[src/rtl/param_shift_register_pkg.sv]
// rtl/param_shift_register_pkg.sv - shared types and helpers for the universal shift register
//
// Purpose : operation codes, sequencer states, per-bit next-value selects and
//           the mode classification helpers used by the top and the bit cell.
// Ports   : none (package).
package shreg_pkg;

  typedef enum logic [2:0] {
    MODE_HOLD  = 3'b000,
    MODE_LOAD  = 3'b001,
    MODE_SHL   = 3'b010,
    MODE_SHR   = 3'b011,
    MODE_ROL   = 3'b100,
    MODE_ROR   = 3'b101,
    MODE_ASR   = 3'b110,
    MODE_CLEAR = 3'b111
  } mode_t;

  typedef enum logic [1:0] {
    ST_IDLE = 2'd0,
    ST_RUN  = 2'd1,
    ST_DONE = 2'd2
  } state_t;

  // Per-bit next-value source. LEFT takes the lower neighbour (shift towards
  // the MSB), RIGHT takes the upper neighbour (shift towards the LSB).
  typedef enum logic [2:0] {
    SEL_HOLD  = 3'd0,
    SEL_LOAD  = 3'd1,
    SEL_LEFT  = 3'd2,
    SEL_RIGHT = 3'd3,
    SEL_ZERO  = 3'd4
  } sel_t;

  localparam logic DIR_LEFT  = 1'b0;
  localparam logic DIR_RIGHT = 1'b1;

  // Non-shift modes count as left so sout shows the MSB after load/clear/hold.
  function automatic logic dir_of(mode_t m);
    case (m)
      MODE_SHR, MODE_ROR, MODE_ASR: dir_of = DIR_RIGHT;
      default:                      dir_of = DIR_LEFT;
    endcase
  endfunction

  function automatic logic is_shift(mode_t m);
    case (m)
      MODE_SHL, MODE_SHR, MODE_ROL, MODE_ROR, MODE_ASR: is_shift = 1'b1;
      default:                                          is_shift = 1'b0;
    endcase
  endfunction

endpackage

[src/rtl/param_shift_register_if.sv]
// rtl/param_shift_register_if.sv - request/data bundle of the universal shift register
//
// Purpose : groups the operation request, data and status signals.
// Signals : start, mode, count, D, sin (requester -> register);
//           Q, sout, busy, done (register -> requester).
// Modports: master = requester side, slave = shift register side.
interface param_shift_register_if #(
  parameter int WIDTH = 8,
  parameter int CNT_W = $clog2(WIDTH + 1)
);
  logic             start;
  logic [2:0]       mode;
  logic [CNT_W-1:0] count;
  logic [WIDTH-1:0] D;
  logic             sin;
  logic [WIDTH-1:0] Q;
  logic             sout;
  logic             busy;
  logic             done;

  modport master (
    output start, mode, count, D, sin,
    input  Q, sout, busy, done
  );

  modport slave (
    input  start, mode, count, D, sin,
    output Q, sout, busy, done
  );
endinterface

[src/rtl/param_shift_register_bit.sv]
// rtl/param_shift_register_bit.sv - one storage bit with its next-value mux
//
// Purpose : selects hold/load/lower-neighbour/upper-neighbour/zero and registers it.
// Ports   : clk_i, rst_i (async, active-high), sel_i (next-value source),
//           load_i (parallel data bit), lower_i (bit shifted in on a left shift),
//           upper_i (bit shifted in on a right shift), q_o (stored bit).
module shreg_bit
  import shreg_pkg::*;
(
  input  logic clk_i,
  input  logic rst_i,
  input  sel_t sel_i,
  input  logic load_i,
  input  logic lower_i,
  input  logic upper_i,
  output logic q_o
);

  logic q_q;
  logic q_d;

  always_comb begin
    q_d = q_q;
    case (sel_i)
      SEL_LOAD:  q_d = load_i;
      SEL_LEFT:  q_d = lower_i;
      SEL_RIGHT: q_d = upper_i;
      SEL_ZERO:  q_d = 1'b0;
      default:   q_d = q_q;
    endcase
  end

  always_ff @(posedge clk_i or posedge rst_i) begin
    if (rst_i) begin
      q_q <= 1'b0;
    end else begin
      q_q <= q_d;
    end
  end

  assign q_o = q_q;

endmodule

[src/rtl/param_shift_register.sv]
// rtl/param_shift_register.sv - WIDTH-bit universal shift register with shift sequencer
//
// Purpose : hold/load/clear/shift/rotate/arithmetic-shift register; a start
//           request runs a captured number of shifts, one per clock.
// Ports   : clk (rising edge), R (async active-high reset),
//           bus (slave modport: start, mode, count, D, sin in; Q, sout, busy, done out).
module param_shift_register
  import shreg_pkg::*;
#(
  parameter int WIDTH = 8,
  parameter int CNT_W = $clog2(WIDTH + 1)
) (
  input  logic                  clk,
  input  logic                  R,
  param_shift_register_if.slave bus
);

  localparam logic [CNT_W-1:0] WIDTH_C = CNT_W'(WIDTH);
  localparam logic [CNT_W-1:0] ONE_C   = CNT_W'(1);

  state_t           state_q, state_d;
  logic [CNT_W-1:0] rem_q,   rem_d;
  mode_t            mode_q,  mode_d;
  logic             dir_q,   dir_d;

  sel_t             sel;
  mode_t            req_mode;
  logic             left_in;
  logic             right_in;
  logic [WIDTH-1:0] q_w;

  assign req_mode = mode_t'(bus.mode);

  always_comb begin
    state_d = state_q;
    rem_d   = rem_q;
    mode_d  = mode_q;
    dir_d   = dir_q;
    sel     = SEL_HOLD;
    case (state_q)
      ST_IDLE: begin
        if (bus.start) begin
          mode_d  = req_mode;
          dir_d   = dir_of(req_mode);
          state_d = ST_DONE;
          if (is_shift(req_mode)) begin
            // Capture edge only arms the counter; shifting begins next edge.
            if (bus.count != '0) begin
              rem_d   = (bus.count > WIDTH_C) ? WIDTH_C : bus.count;
              state_d = ST_RUN;
            end
          end else if (req_mode == MODE_LOAD) begin
            sel = SEL_LOAD;
          end else if (req_mode == MODE_CLEAR) begin
            sel = SEL_ZERO;
          end
        end
      end
      ST_RUN: begin
        sel   = (dir_q == DIR_RIGHT) ? SEL_RIGHT : SEL_LEFT;
        rem_d = rem_q - ONE_C;
        if (rem_q == ONE_C) begin
          state_d = ST_DONE;
        end
      end
      ST_DONE: begin
        state_d = ST_IDLE;
      end
      default: begin
        state_d = ST_IDLE;
      end
    endcase
  end

  // Bits entering at the ends of the register: serial input for logical
  // shifts, the opposite end for rotates, the sign bit for ASR.
  always_comb begin
    left_in  = bus.sin;
    right_in = bus.sin;
    if (mode_q == MODE_ROL) begin
      left_in = q_w[WIDTH-1];
    end
    case (mode_q)
      MODE_ROR: right_in = q_w[0];
      MODE_ASR: right_in = q_w[WIDTH-1];
      default:  right_in = bus.sin;
    endcase
  end

  always_ff @(posedge clk or posedge R) begin
    if (R) begin
      state_q <= ST_IDLE;
      rem_q   <= '0;
      mode_q  <= MODE_HOLD;
      dir_q   <= DIR_LEFT;
    end else begin
      state_q <= state_d;
      rem_q   <= rem_d;
      mode_q  <= mode_d;
      dir_q   <= dir_d;
    end
  end

  for (genvar i = 0; i < WIDTH; i++) begin : g_bit
    logic lower;
    logic upper;
    if (i == 0) begin : g_lo
      assign lower = left_in;
    end else begin : g_lo
      assign lower = q_w[i-1];
    end
    if (i == WIDTH - 1) begin : g_hi
      assign upper = right_in;
    end else begin : g_hi
      assign upper = q_w[i+1];
    end
    shreg_bit u_bit (
      .clk_i   (clk),
      .rst_i   (R),
      .sel_i   (sel),
      .load_i  (bus.D[i]),
      .lower_i (lower),
      .upper_i (upper),
      .q_o     (q_w[i])
    );
  end

  assign bus.Q    = q_w;
  assign bus.sout = (dir_q == DIR_RIGHT) ? q_w[0] : q_w[WIDTH-1];
  assign bus.busy = (state_q != ST_IDLE);
  assign bus.done = (state_q == ST_DONE);

endmodule

[src/flat_wrapper.sv]
// flat-port wrapper written by rule: the top's interface ports become plain ports
module param_shift_register_flat import shreg_pkg::*;
#(
  parameter int WIDTH = 8,
  parameter int CNT_W = $clog2(WIDTH + 1)
)
  (clk, R, bus_start, bus_mode, bus_count, bus_D, bus_sin, bus_Q, bus_sout, bus_busy, bus_done);
  param_shift_register_if #(.WIDTH(WIDTH), .CNT_W(CNT_W)) bus_i ();
  input  logic clk;
  input  logic R;
  input wire logic [$bits(bus_i.start)-1:0] bus_start;
  input wire logic [$bits(bus_i.mode)-1:0] bus_mode;
  input wire logic [$bits(bus_i.count)-1:0] bus_count;
  input wire logic [$bits(bus_i.D)-1:0] bus_D;
  input wire logic [$bits(bus_i.sin)-1:0] bus_sin;
  output wire logic [$bits(bus_i.Q)-1:0] bus_Q;
  output wire logic [$bits(bus_i.sout)-1:0] bus_sout;
  output wire logic [$bits(bus_i.busy)-1:0] bus_busy;
  output wire logic [$bits(bus_i.done)-1:0] bus_done;
  assign bus_i.start = bus_start;
  assign bus_i.mode = bus_mode;
  assign bus_i.count = bus_count;
  assign bus_i.D = bus_D;
  assign bus_i.sin = bus_sin;
  assign bus_Q = bus_i.Q;
  assign bus_sout = bus_i.sout;
  assign bus_busy = bus_i.busy;
  assign bus_done = bus_i.done;
  param_shift_register #(.WIDTH(WIDTH), .CNT_W(CNT_W)) u_core (.clk(clk), .R(R), .bus(bus_i));
endmodule
[config.mk]
export PLATFORM = sky130hd
export DESIGN_NAME = param_shift_register_flat
export DESIGN_NICKNAME = d
export VERILOG_FILES = /design/src/rtl/param_shift_register_pkg.sv /design/src/rtl/param_shift_register_if.sv /design/src/rtl/param_shift_register_bit.sv /design/src/rtl/param_shift_register.sv /design/src/flat_wrapper.sv
export SDC_FILE = /design/constraint.sdc
export NUM_CORES = 1
export LEC_CHECK = 0
export CELL_PAD_IN_SITES_DETAIL_PLACEMENT = 1
export CELL_PAD_IN_SITES_GLOBAL_PLACEMENT = 1
export CORE_ASPECT_RATIO = 1.1
export CORE_MARGIN = 5
export CORE_UTILIZATION = 40
export CTS_BUF_LIST = sky130_fd_sc_hd__clkbuf_8
export CTS_CLUSTER_DIAMETER = 200
export DETAILED_ROUTE_END_ITERATION = 10
export PLACE_DENSITY_LB_ADDON = 0.1
export SYNTH_ARGS = -nofsm -noshare
export SYNTH_HDL_FRONTEND = slang
export SYNTH_SLANG_ARGS = --single-unit
export TNS_END_PERCENT = 50
[constraint.sdc]
create_clock -name clk -period 3.2 [get_ports clk]
set_input_delay 0.64 -clock clk [delete_from_list [all_inputs] [get_ports clk]]
set_output_delay 0.64 -clock clk [all_outputs]
set_load 0.01 [all_outputs]
# After elaboration in Yosys (flattened, before gate mapping)
# Index checks and enable logic that the tools add are counted.
[totals]
regBits = 18
in_bits = 19
out_inout_bits = 11
[classes]
mux = 31
order_cmp = 1
n_reduce_logical = 11
eq_ne = 22
add_sub_neg = 1
[ops]
columns = ["operator", "n"]
rows = [
  ["one-hot mux 1 bit (4 select lines)", 8],
  ["== test 3 bit, second input constant", 8],
  ["two-way mux 4 bit", 4],
  ["== test 3 x 2 -> 1 bit, second input constant", 4],
  ["two-way mux 3 bit", 4],
  ["two-way mux 2 bit", 4],
  ["one-hot mux 4 bit (2 select lines)", 1],
  ["nonzero test 4 bit", 2],
  ["two-way mux 1 bit", 7],
  ["== test 3 x 1 -> 1 bit, second input constant", 2],
  ["!= test 2 x 1 -> 1 bit, second input constant", 3],
  ["one-hot mux 3 bit (2 select lines)", 1],
  ["AND reduction 2 bit", 3],
  ["OR reduction 5 bit", 1],
  ["== test 4 x 1 -> 1 bit, second input constant", 1],
  ["> comparator 4 bit, second input constant", 1],
  ["!= test 2 bit, second input constant", 2],
  ["one-hot mux 2 bit (2 select lines)", 1],
  ["AND reduction 4 bit", 1],
  ["nonzero test 2 bit", 2],
  ["subtractor 4 x 1 -> 4 bit, second input constant", 1],
  ["OR reduction 3 bit", 1],
  ["== test 2 x 1 -> 1 bit, second input constant", 1],
  ["== test 2 bit, second input constant", 1],
  ["other kinds (2)", 2],
]

# Logic depth before layout (Yosys ltp)
# Gate-level depths: netlist of run 1.
[logic_depth]
word_depth = 11
ltp_mapped = 6
mapped_depth_nobuf = 5

# Modules after synthesis
# From an unflattened synthesis of run 1, not the netlist that was laid out.
[hier_totals]
hier_cells = 152
hier_area_um2 = 1352.5
[by_module_without_submodules]
columns = ["mod", "instances", "cells_each", "area_each_um2"]
rows = [
  ["param_shift_register", 1, 80, 701.9],
  ["shreg_bit", 8, 9, 81.3],
]

# Least setup slack after synthesis of run 1
# Ideal clock, no wire load.
[synth_timing]
path_kind = "input to register"
startpoint = "in bus_mode[1]"
endpoint = "reg u_core.rem_q[1]"
cell_stages = 6
t_required_ns = 3.119
slack_ns = 1.106
arrival_ns = 2.013
cell_sequence = "buf_4 > and3_4 > or4_1 > buf_2 > or4b_4 > o211ai_2"
[synth_via]
elab_chain_len = 7
elab_cells_between_ends = 11
classes_between = "eq/ne: 6; mux: 3; reduce/logical: 2"
[synth_lines]
columns = ["item", "line_no", "source"]
rows = [
  ["start: declaration", "flat_wrapper.sv:12", "input wire logic [$bits(bus_i.mode)-1:0] bus_mode;"],
  ["== test 3 x 2 -> 1 bit or == test 3 bit (tied branches)", "param_shift_register_pkg.sv:47", "case (m)"],
  ["OR reduction 5 bit (*)", "param_shift_register_pkg.sv:47", ""],
  ["two-way mux 1 bit (*)", "param_shift_register_pkg.sv:47", ""],
  ["two-way mux 1 bit (*)", "param_shift_register.sv:42", "if (bus.start) begin"],
  ["two-way mux 1 bit (*)", "param_shift_register.sv:40", "case (state_q)"],
  ["!= test 2 x 1 -> 1 bit (no source line) (*)", "-", ""],
  ["AND reduction 4 bit (no source line) (*)", "-", ""],
  ["end signal: assignment", "param_shift_register.sv:98", "rem_q <= rem_d;"],
  ["end: declaration", "param_shift_register.sv:22", "logic [CNT_W-1:0] rem_q, rem_d;"],
]
# Every way passes the cells marked *; elsewhere a longest branch is shown, timed or not. The select of a mux whose other input is x is not followed.
# A chain may end at the register's enable or synchronous reset.

# Worst setup path after layout of run 1
# Same ends and word-level chain as after synthesis.

==> impl_metrics.toml, run 1 <==
[outcome]
outcome = "finished, final reports clean"

[clock_tree]
clk_pin_slew_ns = 0.07
cts_buffer_depth = 2
htreeDepth = 1
postCtsSetupBuffers = 0
hold_buffers = 0
clk-insertion-delay-late_ns = 0.25
cts_resized = 0
cts_inserted_buffers = 3
clkSinkCount = 18
cts_tree = "built"
root_buffer = "clkbuf_8"

[logic_synthesis]
post-synth-top-count-cell = "dfrtp_1"
synth_area_leaders = "dfrtp_1 38%, mux2i_1 7.5%, a221o_1 5.9%"
syn_nets = 140
ys_top_cells_by_count = "18 x dfrtp_1, 9 x buf_4, 9 x mux2i_1"
yosysWarnings = 0
yosysSeqAreaShare_pct = 37.7
synth-main-ff-cell = "dfrtp_1"
ys_seq_elements = 18
synth_top_area_share_pct = 37.7
synth_area_leader_cell = "dfrtp_1"
syn_inst = 119
syn_avg_cell_area_sq_um = 10.1
yosysUniqueCellTypes = 45
async_reset_ff_share_pct = 100
synth_edf_count = 0
synth_area_sq_um = 1200

[power_and_ir_drop]
powerDensity_nw_per_um2 = 879
p_int_mw = 0.800
leakage_nw = 0.619
netSwitchingFraction_pct = 38.8
combPwrFrac_pct = 49.9
max-vdd-ir-drop_mv = 0.491
seq_power_share_pct = 35.5
power_switching_mw = 0.506
p_clk_share_pct = 14.5

[hold_path]
min_from = "u_core.rem_q[3]$_DFFE_PP0P_"
whs_endpoint = "u_core.rem_q[3]$_DFFE_PP0P_"
worstHoldPathCells = 1
hold_path.class = "register to register"

[detailed_routing]
drc = 0
drt_wl_total_microns = 2910
num_vias = 950
drtIter0Drc = 30
ant_nets = 0
via_per_inst = 5.59
drt_first_pass_iters = 4
wl_per_cell_microns = 17.1

[final_layout]
finalInstanceArea_sq_um = 1490
final_cells = 170
utilization_pct = 52.6
area_growth_pct = 24.3
drive_gt1_share_pct = 10.2
fin_nets = 159
diodes = 0

[place]
dp_hpwl_microns = 2170
gp_congestion = 0.860
place_area_sq_um = 1430
dp_cells = 166
io_buffers = 29

[global_route]
grt_max_degree = 19
grt_pass1_wl_microns = 4790
grt_use_total_pct = 14.1
first_global_vias = 998
grt_antenna_before_repair = 0
grt_remaining_overflow = 0

[die]
pin_count = 30
die-area_sq_um = 4190
die_w_microns = 62.1
coreArea_sq_um = 2830
die_y_microns = 67.4
rows = 20
start_util_pct = 42.3

[setup_path]
startpoint_type = "input port"
cp.required_ns = 3.37
r2r_cells = 4
cp_num_buf_inv = 1
crit_path_max_incr_delay_ns = 0.66
endpoint_kind = "register"
critPathSlowestCell = "clkdlybuf4s50_1"
rrSetupSlack_ns = 1.28
worst-setup-path-type = "input port to register"
r2r_end = "u_core.rem_q[1]$_DFFE_PP0P_"
crit-reg2reg-launch = "u_core.state_q[1]$_DFFE_PP0P_"
path_cells = "clkdlybuf4s50_1 > nor2_1 > or4_1 > or4b_4 > o211ai_2"
cp_top_family = "simple AND/OR/NAND/NOR gates"
startpoint = "bus_mode[1]"
arrival_ns = 2.64
cp_max_fo = 7

[timing]
finalSetupViolCount = 0
post-route-min-period_ns = 2.47
hold_viol = 0
maxSlewViolCount = 0
grt_setup_unrepaired = "no"
timing.hold.ws_ns = 0.498
tightest_slew_ns = 0.729
max_freq_ghz = 0.405
fin_setup_tns_ns = 0
skew_ns = 0.00213
slew_headroom_pct = 51.4
period_share_pct = 77.3

[flow_run]
maxCapViolations = 0
-- worst max path at each step --
stage	end	slack, ns	cells after the start
after global routing	u_core.rem_q[1]$_DFFE_PP0P_	0.68	5
after global placement	u_core.rem_q[1]$_DFFE_PP0P_	0.52	5
final	u_core.rem_q[1]$_DFFE_PP0P_	0.73	5
after CTS	u_core.rem_q[1]$_DFFE_PP0P_	0.73	5
after detailed placement	u_core.rem_q[1]$_DFFE_PP0P_	0.47	5
after floorplan	u_core.rem_q[1]$_DFFE_PP0P_	1.11	6
-- logic make-up (layout without fill, tap and decap cells) --
| kind of cell | Yosys count | count (layout) | share of synthesized area (%) |
|---|---|---|---|
| DFF | 18 | 18 | 37.7 |
| muxes | 11 | 11 | 9.41 |
| xor gates and xnor gates | 1 | 1 | 0.732 |
| adders and majority gates | 2 | 2 | 2.09 |
| AOI/OAI and AO/OA | 28 | 28 | 18.4 |
| and+or+nand+nor | 38 | 38 | 21.4 |
| buffers and inverters | 21 | 39 | 10.3 |
-- final cells by class --
class | count | area (sq um)
fillers | 317 | 1340
multi-input cells | 80 | 623
flip-flops and latches | 18 | 450
repair buffers | 30 | 298
clock buffers | 4 | 55.1
well taps | 33 | 41.3
inverters | 5 | 18.8
-- registers in the layout (all words and copies together), names as in the netlist --
register                cells
u_core.state_q              2
u_core.mode_q               3
u_core.dir_q                1
u_core.rem_q                4
u_core.g_bit.u_bit.q_o      8
-- layer usage --
layer  GRT usage [%]  vias to the layer above  routed length (microns)
li1                -                      468                        -
met1            18.1                      458                     1390
met2            24.0                       20                     1370
met3            3.16                        4                      119
met4            4.07                        0                       29
met5               0                        -                        0
-- stage by stage --
stage	total power, mW	setup slack (ns)
5_1_grt	1.41	0.677
6_report	1.31	0.728
4_1_cts	1.32	0.727
3_5_place_dp	1.12	0.471
2_1_floorplan	0.941	1.11
3_3_place_gp	1.10	0.521
-- placed cells by master (no fill, tap or decap), drive strengths merged, types with 3 or more instances in the layout --
cell           Yosys  final
dfrtp             18     18
nor2               8      8
inv                5      5
nor3               4      4
nand2              3      3
nand3              3      3
nand2b             4      4
clkdlybuf4s50      0     29
mux2i              9      9
a21oi              4      4
clkbuf             4      4
a221o              7      7
-- power by group through the flow --
stage / Combinational (mW) / Sequential (mW) / Clock, mW
after global routing: 0.722 / 0.481 / 0.204
after CTS: 0.662 / 0.464 / 0.190
after floorplan: 0.529 / 0.412 / 0
after detailed placement: 0.654 / 0.467 / 0
final: 0.652 / 0.464 / 0.190
after global placement: 0.642 / 0.463 / 0
(Power assumes the default switching activity.)
==> run 2: changes to the inputs <==
--- a/config.mk
+++ b/config.mk
@@ -9,7 +9,7 @@
 export CELL_PAD_IN_SITES_GLOBAL_PLACEMENT = 1
 export CORE_ASPECT_RATIO = 1.1
 export CORE_MARGIN = 5
-export CORE_UTILIZATION = 40
+export CORE_UTILIZATION = 35
 export CTS_BUF_LIST = sky130_fd_sc_hd__clkbuf_8
 export CTS_CLUSTER_DIAMETER = 200
 export DETAILED_ROUTE_END_ITERATION = 10
==> constraint.sdc (replaced) <==
create_clock -name clk -period 2 [get_ports clk]
set_input_delay 0.4 -clock clk [delete_from_list [all_inputs] [get_ports clk]]
set_output_delay 0.4 -clock clk [all_outputs]
set_load 0.01 [all_outputs]
==> impl_metrics.toml, run 2 (synthesis results as in run 1) <==
[place]
gp_congestion = 0.784
io_buffers = 29
dp_hpwl_microns = 2490

[flow_run]
maxCapViolations = 0

[global_route]
grt_pass1_wl_microns = 5280
grt_antenna_before_repair = 0
first_global_vias = 1103
grt_max_degree = 19
grt_remaining_overflow = 0
grt_use_total_pct = 14.2

[setup_path]
r2r_cells = 4
crit_path_max_incr_delay_ns = 0.53
cp_max_fo = 4
worst-setup-path-type = "input port to register"
cp.required_ns = 2.18
crit-reg2reg-launch = "u_core.state_q[1]$_DFFE_PP0P_"
cp_top_family = "simple AND/OR/NAND/NOR gates"
arrival_ns = 2.11
r2r_end = "u_core.rem_q[1]$_DFFE_PP0P_"
endpoint_kind = "register"
cp_num_buf_inv = 1
path_cells = "clkdlybuf4s50_1 > nor2_1 > or4_4 > or4b_4 > o211ai_2"
startpoint_type = "input port"
rrSetupSlack_ns = 0.20
startpoint = "bus_mode[2]"
critPathSlowestCell = "or4_4"

[detailed_routing]
wl_per_cell_microns = 15.3
ant_nets = 0
num_vias = 1041
drc = 0
drtIter0Drc = 19
drt_first_pass_iters = 4
drt_wl_total_microns = 3080
via_per_inst = 5.18

[timing]
period_share_pct = 96.5
grt_setup_unrepaired = "no"
slew_headroom_pct = 71.9
max_freq_ghz = 0.518
fin_setup_tns_ns = 0
hold_viol = 0
maxSlewViolCount = 0
skew_ns = 0.00251
post-route-min-period_ns = 1.93
finalSetupViolCount = 0
tightest_slew_ns = 0.417

[power_and_ir_drop]
power_mw = 2.17
max-vdd-ir-drop_mv = 0.471
powerDensity_nw_per_um2 = 1330
leakage_nw = 0.699

[clock_tree]
cts_inserted_buffers = 3
root_buffer = "clkbuf_8"
clkSinkCount = 18
cts_tree = "built"
htreeDepth = 1
cts_buffer_depth = 2
clk-insertion-delay-late_ns = 0.25
postCtsSetupBuffers = 0
clk_pin_slew_ns = 0.07

[final_layout]
largest_reg_flops = 8
diodes = 0
fillCellCount = 386
layout_commonest_cell = "clkdlybuf4s50_1"
final_cell_mix = "29 x clkdlybuf4s50_1, 18 x dfrtp_1, 17 x buf_4"
regArea_sq_um = 450
fin_nets = 175
area_growth_pct = 36.4
multi_input_area_sq_um = 629
drive_gt1_share_pct = 20.9

[die]
coreArea_sq_um = 3330
die_w_microns = 65.7
start_util_pct = 35.9
rows = 22
die-area_sq_um = 4690
pin_count = 30
die_y_microns = 71.3

[outcome]
outcome = "finished, final reports clean"

[hold_path]
hold_path.class = "input port to asynchronous set/reset pin"
==> run 2: how the worst max path moves through the flow <==
stage / endpoint / depth (start not counted)
after CTS: u_core.rem_q[1]$_DFFE_PP0P_ / 5
after floorplan: u_core.rem_q[1]$_DFFE_PP0P_ / 6
after detailed placement: u_core.rem_q[1]$_DFFE_PP0P_ / 5
after global placement: u_core.rem_q[1]$_DFFE_PP0P_ / 5
after global routing: u_core.rem_q[1]$_DFFE_PP0P_ / 5
final: u_core.rem_q[1]$_DFFE_PP0P_ / 5
==> run 2: per-stage QoR <==
stage	worst slack [ns]	hold WS, ns	util (%)	cells	instance area, sq um
after floorplan	0.146	0.339	-	119	1200
after global placement	-0.221	0.485	47.1	197	1570
after detailed placement	-0.241	0.495	47.1	197	1570
after CTS	0.0221	0.480	48.8	201	1630
after global routing	0.0122	0.497	49.0	201	1630
final	0.0691	0.472	49.0	201	1630
==> run 2: area by class of cell <==
type                    count  share of cell area (%)
clock buffers               4                    3.37
inverters                   5                    1.15
multi-input cells          80                    38.6
flip-flops and latches     18                    27.6
well taps                  48                    3.68
repair buffers             46                    25.6
==> run 2: report_power, final <==
part / internal, mW / switching (mW)
clock: 0.175 / 0.123
combinational: 0.643 / 0.515
sequential: 0.535 / 0.176
total: 1.35 / 0.814
==> run 2: what timing repair did <==
item / CTS / global route
endpoints found under the setup margin: 0 / 8
hold buffers: 0 / 0
resized for setup: 0 / 3
==> run 2: worst register-to-register path, delay by kind of cell, from the launching register on <==
family             cells  cell delay, ns
DFF                    1            0.45
and+or+nand+nor        3            1.21
AOI/OAI and AO/OA      1            0.07
==> run 2: layer usage <==
metal | wire length, microns | track usage (%)
met4 | 16 | 2.76
met3 | 99 | 2.19
met1 | 1370 | 18.0
met2 | 1600 | 25.3
met5 | 0 | 0
==> run 3: changes to the inputs <==
--- a/config.mk
+++ b/config.mk
@@ -9,11 +9,12 @@
 export CELL_PAD_IN_SITES_GLOBAL_PLACEMENT = 1
 export CORE_ASPECT_RATIO = 1.1
 export CORE_MARGIN = 5
-export CORE_UTILIZATION = 35
-export CTS_BUF_LIST = sky130_fd_sc_hd__clkbuf_8
+export CORE_UTILIZATION = 33
+export CTS_BUF_LIST = sky130_fd_sc_hd__clkbuf_8 sky130_fd_sc_hd__clkbuf_16
 export CTS_CLUSTER_DIAMETER = 200
 export DETAILED_ROUTE_END_ITERATION = 10
-export PLACE_DENSITY_LB_ADDON = 0.1
+export PLACE_DENSITY_LB_ADDON = 0.2
+export REMOVE_ABC_BUFFERS = 1
 export SYNTH_ARGS = -nofsm -noshare
 export SYNTH_HDL_FRONTEND = slang
 export SYNTH_SLANG_ARGS = --single-unit
==> impl_metrics.toml, run 3 (synthesis results as in run 1) <==
[global_route]
grt_remaining_overflow = 0
grt_antenna_before_repair = 0
first_global_vias = 1119
grt_max_degree = 19
grt_use_total_pct = 14.8
grt_pass1_wl_microns = 5510

[setup_path]
r2r_end = "u_core.rem_q[1]$_DFFE_PP0P_"
crit-reg2reg-launch = "u_core.state_q[1]$_DFFE_PP0P_"
cp.required_ns = 2.19
path_cells = "clkdlybuf4s50_1 > nand2b_4 > or4_1 > or4b_4 > o211ai_2"
critPathSlowestCell = "clkdlybuf4s50_1"
worst-setup-path-type = "input port to register"
r2r_cells = 4
arrival_ns = 2.14
cp_max_fo = 3
rrSetupSlack_ns = 0.19
endpoint_kind = "register"
startpoint_type = "input port"
crit_path_max_incr_delay_ns = 0.55

[final_layout]
regArea_sq_um = 450
final_cell_mix = "27 x clkdlybuf4s50_1, 18 x buf_4, 18 x dfrtp_1"
drive_gt1_share_pct = 20.8
fillCellCount = 431
area_growth_pct = 37.0
diodes = 0
fin_nets = 176
multi_input_area_sq_um = 626
finalInstanceArea_sq_um = 1640
largest_reg_flops = 8
layout_commonest_cell = "clkdlybuf4s50_1"

[die]
start_util_pct = 33.5
coreArea_sq_um = 3570
rows = 23
die_w_microns = 67.4
die-area_sq_um = 4930
pin_count = 30
die_y_microns = 73.1

[power_and_ir_drop]
power_mw = 2.19
p_int_mw = 1.35
leakage_nw = 0.714
powerDensity_nw_per_um2 = 1340
seq_power_share_pct = 32.9
p_clk_share_pct = 14.3
max-vdd-ir-drop_mv = 0.404
netSwitchingFraction_pct = 38.2
combPwrFrac_pct = 52.8
power_switching_mw = 0.837

[detailed_routing]
ant_nets = 0
wl_per_cell_microns = 15.9
drt_wl_total_microns = 3250
drt_first_pass_iters = 4
via_per_inst = 5.03
num_vias = 1027
drtIter0Drc = 49
drc = 0

[flow_run]
maxCapViolations = 0

[place]
io_buffers = 29
gp_congestion = 0.775
pre_cts_slack_ns = -0.301
place_area_sq_um = 1580
dp_hpwl_microns = 2580

[clock_tree]
cts_inserted_buffers = 3
clk-insertion-delay-late_ns = 0.26
cts_tree = "built"
htreeDepth = 1
clk_pin_slew_ns = 0.08
cts_buffer_depth = 2
hold_buffers = 0
postCtsSetupBuffers = 0
root_buffer = "clkbuf_8"
clkSinkCount = 18

[timing]
tightest_slew_ns = 0.424
grt_setup_unrepaired = "no"
period_share_pct = 97.2
skew_ns = 0.00409
hold_viol = 0
finalSetupViolCount = 0
post-route-min-period_ns = 1.94
max_freq_ghz = 0.514
slew_headroom_pct = 71.5
maxSlewViolCount = 0
fin_ws_ns = 0.0558

[outcome]
outcome = "finished, final reports clean"

[hold_path]
hold_path.class = "input port to asynchronous set/reset pin"
run 3: cell types whose count changed in the layout (fill, tap and decap cells not counted), sizes merged:
cell / before / now
clkdlybuf4s50: 29 / 27
dlygate4sd2: 0 / 1
dlymetal6s2s: 0 / 1
buf: 17 / 18
run 3: metrics by stage:
step                      instances  hold slack, ns  setup TNS, ns  util [%]
after floorplan                 103           0.339              0         -
after global placement          200           0.479          -2.50      44.3
after detailed placement        200           0.510          -2.84      44.3
after CTS                       204           0.459              0      45.8
after global routing            204           0.530              0      45.9
final                           204           0.449              0      45.9
run 3: layout make-up:
type | count | area share, %
multi-input cells | 80 | 38.2
inverters | 5 | 1.15
flip-flops and latches | 18 | 27.5
well taps | 50 | 3.82
repair buffers | 47 | 26.0
clock buffers | 4 | 3.36
run 3: how the worst max path moves through the flow:
stage,from,endpoint,slack [ns],depth (start not counted)
2_1_floorplan,u_core.state_q[1]$_DFFE_PP0P_,u_core.rem_q[1]$_DFFE_PP0P_,0.21,4
3_3_place_gp,bus_mode[2],u_core.rem_q[1]$_DFFE_PP0P_,-0.27,5
3_5_place_dp,bus_mode[2],u_core.rem_q[1]$_DFFE_PP0P_,-0.30,5
4_1_cts,bus_mode[1],u_core.g_bit[6].u_bit.q_o$_DFFE_PP0P_,0.02,6
5_1_grt,u_core.g_bit[7].u_bit.q_o$_DFFE_PP0P_,bus_sout,0.006,3
6_report,bus_start,u_core.rem_q[1]$_DFFE_PP0P_,0.06,5
run 3: what timing repair did:
action / 4_1_cts / 5_1_grt
endpoints found under the setup margin: 1 / 8
cloned: 0 / 0
gates resized for setup: 1 / 3
hold endpoints to repair: 0 / 0
run 3: power by group through the flow:
stage               Combinational [mW]  Sequential, mW  Clock (mW)
CTS                               1.17           0.722       0.320
detailed placement                1.16           0.728           0
global route                      1.28           0.753       0.330
floorplan                        0.654           0.724           0
global placement                  1.13           0.716           0
finish                            1.16           0.720       0.313
run 3: per-layer routing:
| metal | up-vias | share of wire, % | track usage (%) |
|---|---|---|---|
| met5 | - | 0 | 0 |
| met4 | 0 | 2.6 | 6.98 |
| met3 | 7 | 3.3 | 2.00 |
| met2 | 18 | 50 | 24.5 |
| met1 | 501 | 44 | 19.0 |
| li1 | 501 | - | - |
run 3: worst max-delay path, delay by kind of cell:
kind            cells  cell delay, ns
simple gates        3            1.12
compound gates      1            0.07
buf+inv             1            0.55
